### src/rtl/branch_pkg.sv
// Shared types for execute-side branch resolution.
// Prediction entry layout and resolve FSM states.
package branch_pkg;

    localparam logic [31:0] INSTR_BYTES = 32'd4;

    typedef struct packed {
        logic [31:0] pc;
        logic        taken;
        logic [31:0] targ;
    } pred_entry_t;

    typedef enum logic {
        RUN,
        RDIR
    } state_t;

endpackage

### src/rtl/pred_fifo.sv
// In-order queue of fetch predictions awaiting resolution.
// Clear wins over push/pop; push while full is legal only with a pop.
module pred_fifo
    import branch_pkg::*;
#(
    parameter int DEPTH = 4,
    localparam int PW = $clog2(DEPTH),
    localparam int CW = $clog2(DEPTH + 1)
) (
    input  logic          clk,
    input  logic          rst_n,
    input  logic          i_push,
    input  pred_entry_t   i_wdata,
    input  logic          i_pop,
    input  logic          i_clear,
    output pred_entry_t   o_head,
    output logic [CW-1:0] o_count,
    output logic          o_full,
    output logic          o_empty
);

    pred_entry_t   r_mem [DEPTH];
    logic [PW-1:0] r_head;
    logic [PW-1:0] r_tail;
    logic [CW-1:0] r_count;

    always_ff @(posedge clk) begin
        if (i_push && !i_clear) begin
            r_mem[r_tail] <= i_wdata;
        end
    end

    always_ff @(posedge clk) begin
        if (!rst_n || i_clear) begin
            r_head  <= '0;
            r_tail  <= '0;
            r_count <= '0;
        end else begin
            if (i_push) begin
                r_tail <= r_tail + PW'(1);
            end
            if (i_pop) begin
                r_head <= r_head + PW'(1);
            end
            case ({i_push, i_pop})
                2'b10:   r_count <= r_count + CW'(1);
                2'b01:   r_count <= r_count - CW'(1);
                default: r_count <= r_count;
            endcase
        end
    end

    assign o_head  = r_mem[r_head];
    assign o_count = r_count;
    assign o_full  = (r_count == CW'(DEPTH));
    assign o_empty = (r_count == '0);

endmodule

### src/rtl/branch_resolve.sv
// Checks execute outcomes against queued fetch predictions and
// issues a one-cycle redirect plus mispredict count on mismatch.
module branch_resolve
    import branch_pkg::*;
#(
    parameter int DEPTH = 4,
    parameter int CNT_W = 16
) (
    input  logic             CLK,
    input  logic             RST_N,
    input  logic             F_PUSH,
    input  logic [31:0]      F_PC,
    input  logic             F_PRED_TAKEN,
    input  logic [31:0]      F_PRED_TARG,
    output logic             F_READY,
    input  logic             X_RESOLVE,
    input  logic [31:0]      X_PC,
    input  logic             X_TAKEN,
    input  logic [31:0]      X_TARG,
    input  logic             FLUSH,
    output logic             REDIRECT_VALID,
    output logic [31:0]      REDIRECT_PC,
    output logic [CNT_W-1:0] MISPRED_CNT,
    output logic             ORDER_ERR
);

    localparam int CW = $clog2(DEPTH + 1);

    state_t            r_state;
    state_t            w_state_nx;
    logic              r_rdir_v;
    logic [31:0]       r_rdir_pc;
    logic [CNT_W-1:0]  r_cnt;
    logic              r_oerr;

    pred_entry_t       w_wdata;
    pred_entry_t       w_head;
    logic [CW-1:0]     w_count;
    logic              w_full;
    logic              w_empty;
    logic              w_run;
    logic              w_res;
    logic              w_pop;
    logic              w_mis;
    logic              w_push;
    logic              w_clear;
    logic              w_oerr;
    logic [31:0]       w_fix_pc;

    assign w_run   = (r_state == RUN);
    assign w_res   = X_RESOLVE && w_run && !FLUSH;
    assign w_pop   = w_res && !w_empty;
    assign w_mis   = w_pop && ((w_head.taken != X_TAKEN) ||
                               (X_TAKEN && (w_head.targ != X_TARG)));
    // A same-edge pop frees a slot, so a full queue may still take a push
    assign w_push  = F_PUSH && w_run && (!w_full || w_pop) &&
                     !FLUSH && !w_mis;
    assign w_clear = FLUSH || w_mis;
    assign w_oerr  = w_res && (w_empty || (X_PC != w_head.pc));
    assign w_fix_pc = X_TAKEN ? X_TARG : X_PC + INSTR_BYTES;

    assign w_wdata = '{pc: F_PC, taken: F_PRED_TAKEN, targ: F_PRED_TARG};

    pred_fifo #(
        .DEPTH (DEPTH)
    ) u_fifo (
        .clk     (CLK),
        .rst_n   (RST_N),
        .i_push  (w_push),
        .i_wdata (w_wdata),
        .i_pop   (w_pop),
        .i_clear (w_clear),
        .o_head  (w_head),
        .o_count (w_count),
        .o_full  (w_full),
        .o_empty (w_empty)
    );

    always_ff @(posedge CLK) begin
        if (!RST_N) begin
            r_state <= RUN;
        end else begin
            r_state <= w_state_nx;
        end
    end

    always_comb begin
        w_state_nx = RUN;
        case (r_state)
            RUN:     w_state_nx = w_mis ? RDIR : RUN;
            RDIR:    w_state_nx = RUN;
            default: w_state_nx = RUN;
        endcase
    end

    always_ff @(posedge CLK) begin
        if (!RST_N) begin
            r_rdir_v  <= 1'b0;
            r_rdir_pc <= '0;
            r_cnt     <= '0;
            r_oerr    <= 1'b0;
        end else begin
            r_rdir_v <= w_mis;
            if (w_mis) begin
                r_rdir_pc <= w_fix_pc;
            end
            if (w_mis && (r_cnt != '1)) begin
                r_cnt <= r_cnt + CNT_W'(1);
            end
            if (w_oerr) begin
                r_oerr <= 1'b1;
            end
        end
    end

    assign F_READY        = w_run && (w_count < CW'(DEPTH));
    assign REDIRECT_VALID = r_rdir_v;
    assign REDIRECT_PC    = r_rdir_pc;
    assign MISPRED_CNT    = r_cnt;
    assign ORDER_ERR      = r_oerr;

endmodule

### config.mk
export PLATFORM = sky130hd
export DESIGN_NAME = branch_resolve
export DESIGN_NICKNAME = d
export VERILOG_FILES = /design/src/rtl/branch_pkg.sv /design/src/rtl/pred_fifo.sv /design/src/rtl/branch_resolve.sv
export SDC_FILE = /design/constraint.sdc
export NUM_CORES = 1
export LEC_CHECK = 0
export BUFFER_PORTS_ARGS = -buffer_cell sky130_fd_sc_hd__buf_2
export CORE_UTILIZATION = 50
export DETAILED_ROUTE_END_ITERATION = 16
export GPL_TIMING_DRIVEN = 1
export MAX_ROUTING_LAYER = met4
export PLACE_DENSITY_LB_ADDON = 0.08
export SYNTH_ARGS = -nofsm -noshare
export SYNTH_HDL_FRONTEND = slang
export SYNTH_SLANG_ARGS = --single-unit
### constraint.sdc
create_clock -name CLK -period 4.55 [get_ports CLK]
set_clock_uncertainty 0.05 [all_clocks]
set_input_delay 1.1375 -clock CLK [delete_from_list [all_inputs] [get_ports CLK]]
set_output_delay 1.1375 -clock CLK [all_outputs]
set_load 0.02 [all_outputs]
==> run summary <==
Levels on crit path: 14
Number of unique standard cell types used by synthesis: 62
Normalized max-slew margin: 0.444
Core area: 0.0270 sq mm
First-pass iteration count of the detailed router: 7
Synth top cells by count: 260 x sky130_fd_sc_hd__edfxtp_1, 74 x sky130_fd_sc_hd__xnor2_1, 60 x sky130_fd_sc_hd__dfxtp_1
Hold slack: 0.394 ns
Dominant combinational cell family by area after synthesis: multiplexers
Instance area at placement: 0.0151 sq mm
Dominant cells by area after synthesis: sky130_fd_sc_hd__edfxtp_1 56%, sky130_fd_sc_hd__dfxtp_1 8.7%, sky130_fd_sc_hd__mux4_2 8.6%, sky130_fd_sc_hd__xnor2_1 4.7%, sky130_fd_sc_hd__mux2i_1 2.6%
X dimension of the die: 168 microns
Type of the setup path with the least slack: flip-flop to flip-flop
Max-cap viol count: 0
Die outline height: 168 microns
Overall via count from detail_route: 8617
Post-synthesis cell area: 0.0138 sq mm
Leakage dissipation: 0.00553 uW
Outcome: complete, no violations
Antenna violations before repair: 1
Remaining antenna violation count after routing: 0
Maximum fanout along the worst path: 35
Vias in the first global route: 8281
Syn nets: 1047
Routed via count divided by cell count: 5.87
Share of the synthesized netlist area taken by xor and xnor gates: 0.0601
Share of cell area taken by muxes after synthesis: 0.122
CTS HTree Levels: 2
Global-route wire length before repair: 51100 microns
Kind of start point of the critical path: flip-flop
Synthesized instance count: 904
Crit path largest cell delay: 0.84 ns
Total congestion overflow after global routing: 0
Count of input and output buffers: 185
Num Clock Sinks: 320
Crit path setup slack, layout: 0.612 ns
Most common cell in the netlist: sky130_fd_sc_hd__edfxtp_1
Overall power after layout: 6290 uW
#FFs+latches synth: 320
Worst hold path depth: 2
Site Rows: 60
Adder and majority cell fraction of the synthesized area: 0.00778
Share of the synthesized area in the top cell type: 0.564
Largest net degree at the start of global routing: 50
Final count of negative-setup-slack endpoints: 0
Yosys synthesis warning count: 0
Average cell area after synthesis: 15.3 sq um
Top cell type by total area after synthesis: sky130_fd_sc_hd__edfxtp_1
Starting density of the core: 0.512
Portion of the post-synthesis area used by sequential elements: 0.651
Placed wire-length estimate after detailed placement: 23100 microns
Simple logic cell fraction of the synthesized area: 0.0802
Number of buffers added to fix hold violations after cts: 0
Design Area, Final: 0.0162 sq mm
RSZ-0062 raised after global routing: false
Clock tree from TritonCTS: done
Remaining DRCs: 0
Deepest clock path buffer count: 3
Portion of the clock cycle consumed by the worst path in the final layout: 0.866
Critical Path AT: 4.30 ns
Ratio of cells with drive above 1 in the final layout: 0.291
Total track usage: 0.250
# nets final: 1244
Number of buffers created by CTS: 36
Worst skew pair latency: 0.51 ns
Clock root buffer: sky130_fd_sc_hd__clkbuf_16
Wire length per cell after detailed routing: 23.0 microns
Worst slack after detailed placement: 0.570 ns
Critical Path Sink Type: flip-flop
Req. time, crit path: 4.91 ns
Overall die area: 0.0283 sq mm
CP bufs+invs: 2
Count of routing violations after the opening detailed-route iteration: 668
Worst Reg-to-Reg Cells: 14
Final Max Tran Viols: 0
I/O pin count: 186
Most used flip-flop cell after synthesis: sky130_fd_sc_hd__edfxtp_1
Timing-limited maximum frequency: 254 MHz
Sum of negative setup slack: 0 ns
Final count of hold timing violations: 0
Max stage delay cell, worst path: sky130_fd_sc_hd__dfxtp_4
Gpl congestion: 0.875
Detailed-route wire length: 33800 microns
Post-CTS Repair Setup Buffers: 0
Count of flip-flops with a built-in enable after synthesis: 260
Critical path, cell by cell: buf_4, mux4_2, nor2b_1, or4_1, a211oi_2, nand4_1, nand2_2, nand2_1, ha_1, inv_1, fa_1, nor2_1, a21oi_1, nor4_1
Final critical path time including I/O delays and setup: 3.94 ns
Area fraction in compound gates after synthesis: 0.0536
Clock Pin Slew Worst Setup and Hold Paths: 0.06 ns
FFs w/ async S/R, synth: 0
P&R area growth vs syn: 17.4%
Tightest Pin Transition: 0.827 ns
Total of cells resized after clock tree synthesis: 0
Top Family by Delay on Critical Path: simple AND/OR/NAND/NOR gates
Maximum VDD drop: 0.297 mV
Worst Hold Class: flip-flop to flip-flop
Cell area power density: 387 mW/mm^2
[final cells by class]
class | instances | area, sq um
Tap cell | 341 | 427
Timing Repair Buffer | 208 | 1160
Inverter | 15 | 56.3
Clock inverter | 17 | 133
Clock buffer | 45 | 966
Multi-Input combinational cell | 520 | 4480
Sequential cell | 320 | 9020
Antenna cell | 1 | 2.50
Fill cell | 2096 | 10800
[state kept, by name, summed over array words and instances, names as in the netlist, named ones only]
signal,flops
MISPRED_CNT,16
ORDER_ERR,1
u_fifo.r_head,2
u_fifo.r_mem,260
u_fifo.o_count,3
REDIRECT_VALID,1
u_fifo.r_tail,2
r_state,1
REDIRECT_PC,32
[worst paths after layout]
path                                       from                 to  slack (ns)
worst max-delay path                  flip-flop  u_fifo.o_count[1]        0.61
worst min-delay path            REDIRECT_PC[27]    REDIRECT_PC[27]        0.39
worst max register to register        flip-flop  u_fifo.o_count[1]        0.61
worst min register to register  REDIRECT_PC[27]    REDIRECT_PC[27]        0.39
[worst min-delay path, stage by stage (launching register included)]
cell and delay, ns:
sky130_fd_sc_hd__dfxtp_1 0.30, sky130_fd_sc_hd__nand2_1 0.05, sky130_fd_sc_hd__o21ai_1 0.05
[layer usage]
layer  global-route usage  wire (microns)  vias to the layer above  share of wire
met5                    -               0                        -              0
met1                0.349           15000                     4328           0.44
met2                0.393           16100                      316           0.48
met3               0.0308            2090                       47          0.062
met4               0.0617             647                        0          0.019
li1                     -               -                     3926              -
[cell families after synthesis]
kind of cell / count (synthesis)
AO/OA/AOI/OAI: 118
AND/OR/NAND/NOR: 204
flip-flops: 320
adder cells (fa/ha/maj): 8
multiplexers: 95
XOR/XNOR: 95
buffers and inverters: 64
[placed cells by master, fill, tap and decap left out, drive strengths merged, types with 15 or more instances in the layout]
cell type / Yosys / routed
dfxtp: 60 / 60
o21ai: 41 / 41
buf: 22 / 208
mux4: 57 / 57
and3: 17 / 17
edfxtp: 260 / 260
nand2: 56 / 56
nor2: 15 / 15
xor2: 21 / 21
a21oi: 32 / 32
mux2i: 36 / 36
clkbuf: 27 / 45
nand3: 28 / 28
nand4: 21 / 21
xnor2: 74 / 74
nor4: 17 / 17
[metrics by stage]
step,util,cells
finish,0.601,1467
global route,0.601,1467
CTS,0.601,1466
detailed placement,0.560,1404
global placement,0.560,1404
floorplan,-,904
[power by group]
| group | switching, uW | internal [uW] | leakage [uW] |
|---|---|---|---|
| combinational | 213 | 146 | 0.00216 |
| clock | 1100 | 1610 | 0.000530 |
| sequential | 13.8 | 3210 | 0.00285 |
Note: power is estimated with default switching activity, not from simulation.
